--- config.mk ---
export PLATFORM = sky130hd
export DESIGN_NAME = instruction_sequencer
export DESIGN_NICKNAME = d
export VERILOG_FILES = /design/src/rtl/instruction_sequencer.sv
export SDC_FILE = /design/constraint.sdc
export NUM_CORES = 1
export LEC_CHECK = 0
export ABC_AREA = 1
export ABC_CLOCK_PERIOD_IN_PS = 2350
export CORE_MARGIN = 3
export CORE_UTILIZATION = 35
export DETAILED_ROUTE_END_ITERATION = 6
export SETUP_SLACK_MARGIN = 0.05
export SLEW_MARGIN = 20
export SYNTH_ARGS = -nofsm -noshare
export SYNTH_HDL_FRONTEND = slang
export SYNTH_SLANG_ARGS = --single-unit
--- constraint.sdc ---
create_clock -name Clock -period 2.35 [get_ports Clock]
set_input_delay 0.3525 -clock Clock [delete_from_list [all_inputs] [get_ports Clock]]
set_output_delay 0.3525 -clock Clock [all_outputs]
set_load 0.1 [all_outputs]
--- src/rtl/instruction_sequencer.sv ---
// Program sequencer that feeds Excutor: holds a small program RAM and issues one
// opcode at a time, advancing only after Excutor signals Done.
module instruction_sequencer #(
  parameter int OP_W  = 20,
  parameter int AW    = 6,
  parameter int DEPTH = 64
) (
  input  logic            Clock,
  input  logic            Reset,
  input  logic            LoadEn,
  input  logic [AW-1:0]   LoadAddr,
  input  logic [OP_W-1:0] LoadData,
  input  logic [AW:0]     ProgLen,
  input  logic            Start,
  input  logic            Done,
  output logic [OP_W-1:0] OpCode,
  output logic [AW:0]     Pc,
  output logic [15:0]     Issued,
  output logic            Running,
  output logic            Halted
);

  localparam logic [2:0] S_IDLE      = 3'd0;
  localparam logic [2:0] S_ISSUE     = 3'd1;
  localparam logic [2:0] S_WAIT_LOW  = 3'd2;
  localparam logic [2:0] S_WAIT_DONE = 3'd3;
  localparam logic [2:0] S_HALT      = 3'd4;

  localparam logic [AW:0] PC_END = (AW+1)'(DEPTH);

  logic [2:0]      state;
  logic [AW:0]     len;
  logic [OP_W-1:0] ram [DEPTH];
  logic [OP_W-1:0] rd_word;
  logic [AW:0]     pc_next;
  logic            ctrl_ok;

  assign ctrl_ok = (state == S_IDLE) || (state == S_HALT);
  assign rd_word = ram[Pc[AW-1:0]];
  assign pc_next = Pc + (AW+1)'(1);
  assign Running = (state == S_ISSUE) || (state == S_WAIT_LOW) || (state == S_WAIT_DONE);
  assign Halted  = (state == S_HALT);

  // NOTE: the program RAM has no reset so it maps onto plain memory; its
  // contents deliberately survive Reset.
  always_ff @(posedge Clock) begin
    if (LoadEn && ctrl_ok)
      ram[LoadAddr] <= LoadData;
  end

  // NOTE: all sequential state uses non-blocking assignments so every register
  // samples pre-edge values regardless of statement order.
  always_ff @(posedge Clock or posedge Reset) begin
    if (Reset) begin
      state  <= S_IDLE;
      len    <= '0;
      OpCode <= '0;
      Pc     <= '0;
      Issued <= '0;
    end else begin
      case (state)
        S_IDLE, S_HALT: begin
          OpCode <= '0;
          if (Start) begin
            if (ProgLen == '0) begin
              state <= S_HALT;
            end else begin
              len    <= ProgLen;
              Pc     <= '0;
              Issued <= '0;
              state  <= S_ISSUE;
            end
          end
        end

        S_ISSUE: begin
          // A zero word is the halt opcode and is never presented to Excutor.
          if (rd_word == '0) begin
            OpCode <= '0;
            state  <= S_HALT;
          end else begin
            OpCode <= rd_word;
            if (Issued != 16'hFFFF)
              Issued <= Issued + 16'd1;
            state <= S_WAIT_LOW;
          end
        end

        S_WAIT_LOW: begin
          if (!Done)
            state <= S_WAIT_DONE;
        end

        S_WAIT_DONE: begin
          if (Done) begin
            Pc <= pc_next;
            if ((pc_next == len) || (pc_next == PC_END)) begin
              OpCode <= '0;
              state  <= S_HALT;
            end else begin
              state <= S_ISSUE;
            end
          end
        end

        default: begin
          OpCode <= '0;
          state  <= S_IDLE;
        end
      endcase
    end
  end

endmodule

# Yosys cells after proc, flatten, opt, wreduce, memory -nomap -nowiden
# Memory sizes are Yosys's and may differ from the RTL's.
# Index checks and enable logic that the tools add are counted.
[word_totals]
register_bits = 53
latch_bits = 0
ram_bits = 1280
rom_bits = 0
inputBits = 38
out_inout_bits = 45
wordCells = 62
mem_count = 1
[classes]
addsub = 2
mul = 0
n_div = 0
magnitude_cmp = 0
eq_ne = 14
shift = 0
mux = 22
n_bitwise = 2
n_reduce_logical = 16
[memory_table]
columns = ["memory", "depth", "word_bits", "rd", "rd_ports_with_merged_regs", "write_ports", "line_no", "text"]
rows = [
  ["ram", 64, 20, 1, 0, 1, "33", "logic [OP_W-1:0] ram [DEPTH];"],
]
[ops]
columns = ["op", "count"]
rows = [
  ["16-bit two-way mux", 4],
  ["20-bit two-way mux", 3],
  ["20-bit one-hot mux with 3 select lines", 1],
  ["16-bit one-hot mux with 2 select lines", 1],
  ["7-bit two-way mux", 3],
  ["20-bit logical NOT", 1],
  ["3-bit two-way mux", 6],
  ["16-bit by 1-bit adder with 16-bit output, second input constant", 1],
  ["16-bit inequality test, second input constant", 1],
  ["7-bit one-hot mux with 2 select lines", 1],
  ["3-bit one-hot mux with 4 select lines", 1],
  ["2-bit inequality test, second input constant", 5],
  ["3-bit AND reduction", 3],
  ["7-bit by 1-bit adder with 7-bit output, second input constant", 1],
  ["7-bit == test", 1],
  ["7-bit == test, second input constant", 1],
  ["7-bit logical NOT", 1],
  ["3-bit by 2-bit == test with 1-bit output, second input constant", 2],
  ["5-bit AND reduction", 1],
  ["1-bit logical OR", 4],
  ["2-bit by 1-bit inequality test with 1-bit output, second input constant", 2],
  ["4-bit AND reduction", 1],
  ["2-bit nonzero test", 2],
  ["3-bit by 1-bit == test with 1-bit output, second input constant", 1],
  ["6 further kinds", 8],
]

# Longest topological paths before layout
[logic_depth]
depth_word = 6
mapped_depth = 23
ltp_nobuf = 19

# Least setup slack after synthesis
# OpenSTA, ideal clock, no wires.
[synth_timing]
path_type = "register to register"
from = "register Issued[0]"
to = "register Issued[9]"
setup_time_ns = 0.120
arrival_time_ns = 2.957
required_ns = 2.230
slack_ns = -0.727
stages_incl_launch_ff = 15
path_buffers = 1
period_less_slack_ns = 3.077
path_cell_list = "dfrtp_1 > ha_1 > nand4_1 > nor2_1 > nand2_1 > nor2_1 > nand4_1 > nor3_1 > and3_1 > nand2_1 > nand3_1 > nand2_2 > buf_6 > nand3_2 > nand2_1"
[synth_via]
elab_chain_cells = 4
word_cells_on_any_way = 7
classes_between = "add/sub (1); eq/ne (2); mux (3); reduce/logical (1)"
[synth_rtl]
columns = ["item", "line_no", "text"]
rows = [
  ["start, declared", "18", "output logic [15:0] Issued,"],
  ["start signal, assigned", "84", "Issued <= Issued + 16'd1;"],
  ["16-bit by 1-bit adder with 16-bit output", "84", ""],
  ["16-bit two-way mux", "83", "if (Issued != 16'hFFFF)"],
  ["16-bit two-way mux", "78", "if (rd_word == '0) begin"],
  ["16-bit one-hot mux with 2 select lines", "61", "case (state)"],
]
# Parallel ways exist; a longest one is shown, timed or not. The select of a mux whose other input is x is not followed.
# A chain may end at the register's enable or synchronous reset.

# Worst setup path in the final report
[layout_timing]
from = "register Pc[0]"
to = "register Issued[13]"
[layout_via]
elab_chain_cells = 4
[layout_rtl]
columns = ["item", "line_no", "text"]
rows = [
  ["start, declared", "17", "output logic [AW:0] Pc,"],
  ["start signal, assigned", "96", "Pc <= pc_next;"],
  ["memory read 64 x 20 bit", "--", ""],
  ["20-bit logical NOT", "78", ""],
  ["2-bit inequality test (no source line)", "--", ""],
  ["5-bit AND reduction (no source line)", "--", ""],
]
# No other way between the ends.

==> flow_summary.yaml <==
power:
  total_power_mw: 68.9
  p_leak_nw: 25.6
  vdd_drop_max_uv: 608
  p_per_area_nw_per_um2: 992
placement:
  place_ws_ns: -1.17
  place.gp.congestion: 0.887
  place_hpwl_um: 99000
  portBuffers: 82
  dp_cells: 7050
synth:
  seq_area_frac_synth: 0.726
  netlist_area_um2: 54800
  yosys.area.top_type: "edfxtp_1"
  synthCells: 4762
  syn_area_per_cell_um2: 11.5
  synth_fp_nets: 4802
  synth_top_cell_area_share: 0.702
  netlist_top_cells_area: "edfxtp_1 70%, nand2_1 9.7%, nand3_1 7.1%, nor2_1 2.9%, dfrtp_1 2.4%"
  ys_ff_latch: 1333
  yosysUniqueCellTypes: 36
  synth_warnings: 0
worst_setup_path:
  worstSetupEndpointType: "register"
  startpoint_type: "register"
  required_ns: 3.00
  cp.arrival_ns: 3.74
  path_max_fanout: 23
  critical_path_class: "register to register"
flow_run:
  maxCapViolations: 0
route:
  ant_nets: 0
  first_iter_violations: 4532
  wire_per_inst_um: 23.0
  dr_total_vias: 38791
  viasPerCell: 5.24
  dr.pass1.iters: 6
  drt-total-wl_um: 170000
  drc: 0
clock_tree:
  clock_latency_ns: 0.76
  cts_sinks: 1333
  clkTransAtPathRegs_ns: 0.06
  htree_levels: 4
  clockBufferDepth: 3
  root_buffer: "clkbuf_16"
  cts_tree: "built"
  cts_made_buffers: 138
worst_hold_path:
  hold_class: "input pin to async pin"
global_routing:
  track_usage: 0.207
  gr-total-overflow: 0
  grt_max_degree: 65
  grt_antenna_before_repair: 5
  first_global_vias: 37596
  grt_pass1_wl_um: 251000
run_status:
  outcome: "finished with violations"
  violations: "negative hold slack, negative setup slack"
die:
  num_rows: 144
  die_h_um: 402
  dieArea_um2: 161000
  coreArea_um2: 155000
  die_x_um: 402
  start_util: 0.354
  ios: 83
sta:
  maxSlewHeadroom: 0.470
  min_period_ns: 3.08
  finalWorstSetupSlack_ns: -0.735
  maxSlewViolCount: 0
  setup_viol: 40
  period_share: 1.31
  fmax_mhz: 324
  hold_viol: 15
  clock_skew_ns: 0.0268
  rsz0062_at_grt: "yes"
  worst_slew_pin_slew_ns: 0.795
  holdWs_ns: -0.00950
layout:
  fin_cells: 7406
  nNetsFinal: 5289
  drive_gt1_frac: 0.211
  area_delta_synth_final_pct: 26.8
  post-route-util: 0.449
  n_fill_cell: 13738
-- path summary, 6_finish.rpt --
kind                            slack [ns]  cells past startpoint                  start                     end
worst min register to register        0.52                      2  OpCode[5]$_DFFE_PP0P_   OpCode[5]$_DFFE_PP0P_
worst max-delay path                 -0.73                     22      Pc[0]$_DFFE_PP0P_  Issued[13]$_DFFE_PP0P_
worst min-delay path                -0.009                      2                  Reset      len[6]$_DFFE_PP0P_
min in group Clock                    0.10                      2            LoadData[0]    ram[60][0]$_DFFE_PP_
worst max register to register       -0.73                     22      Pc[0]$_DFFE_PP0P_  Issued[13]$_DFFE_PP0P_
max in group asynchronous             1.73                      3                  Reset       Pc[0]$_DFFE_PP0P_
-- metal layers --
layer	wire (um)	vias to the layer above	global-route usage	part of all wire
met1	70400	19147	0.284	0.41
li1	-	17626	-	-
met3	14200	298	0.0368	0.084
met4	5590	2	0.0763	0.033
met2	79900	1718	0.331	0.47
met5	19	-	0	0.00011
-- cells in the final DEF (no fill, tap or decap), drive strengths merged, types with 70 or more instances in the layout --
cell type	n
nand2	1417
edfxtp	1280
nand3	786
buf	598
nor2	429
o21ai	232
clkbuf	171
inv	149
o211ai	70
-- final cells by class --
cell class | count | area (um2) | area share
Inverter | 137 | 544 | 0.00784
Clock buffer | 170 | 3670 | 0.0528
Timing Repair inverter | 4 | 58.8 | 0.000847
Multi-Input combinational cell | 3004 | 14300 | 0.205
Clock inverter | 80 | 885 | 0.0127
Sequential cell | 1333 | 39800 | 0.573
Tap cell | 2044 | 2560 | 0.0368
Antenna cell | 3 | 7.51 | 0.000108
Timing Repair Buffer | 631 | 7670 | 0.110
-- logic make-up after synthesis --
logic type / after synthesis / synth area share
AND/OR/NAND/NOR: 2665 / 0.203
multiplexers: 2 / 0.000411
flip-flops: 1333 / 0.726
buffers and inverters: 425 / 0.0356
adder cells (fa/ha/maj): 2 / 0.000457
XOR/XNOR: 9 / 0.00144
AO/OA/AOI/OAI: 326 / 0.0333
-- Yosys cell counts (all sizes together) --
cell type  number
nor3            9
a21boi          1
nand3         786
a22oi           1
or2             1
nand2        1417
ha              2
a21oi          16
and3            2
nor4            2
o21ai         232
o22ai           3
xnor2           4
o41ai           1
dfrtp          53
nand4          16
xor2            5
mux2            2
o31ai           1
o21bai          1
o211ai         70
nor3b           3
inv           136
edfxtp       1280
clkinv          1
nor2          429
clkbuf         53
buf           235
-- state kept, by name (all words and copies together), names as in the netlist --
signal / cells
len: 7
ram: 1280
Pc: 7
OpCode: 20
Issued: 16
state: 3
-- power by group --
group / internal, mW / switching, mW / total, mW / leakage (nW)
sequential: 26.4 / 0.210 / 26.6 / 12.2
clock: 13.1 / 9.23 / 22.3 / 2.23
combinational: 7.63 / 12.4 / 20.0 / 11.2
-- critical path, stage by stage, from the launching register on --
cell and delay (ns):
dfrtp_4 0.53, buf_4 0.16, buf_8 0.14, buf_12 0.16
buf_6 0.15, buf_4 0.14, nand2_1 0.07, nand3_1 0.11
nand3_2 0.11, nand2_1 0.08, nand2_1 0.07, nand3_2 0.08
nand3_2 0.11, nand2_2 0.07, nor2_2 0.12, nand3_2 0.14
nor2_4 0.24, nand2_2 0.09, nand3_2 0.07, nand2_2 0.08
buf_12 0.15, nand3_1 0.06, nand2_1 0.05
-- stage by stage --
stage	setup TNS, ns	area (um2)
6_report	-25.44	69400
5_1_grt	-30.20	69400
4_1_cts	-22.03	69200
3_5_place_dp	-35.51	61900
3_3_place_gp	-35.29	61900
2_1_floorplan	-101.44	55000
-- what timing repair did --
item | 4_1_cts | 5_1_grt
hold endpoints to repair | 8 | 0
setup endpoints to repair | 43 | 43
hold buffers | 1 | 0
gates resized for setup | 375 | 49
gates cloned | 32 | 1
setup buffers | 66 | 6
pin swaps | 62 | 17
Note: power is estimated with default switching activity, not from simulation.
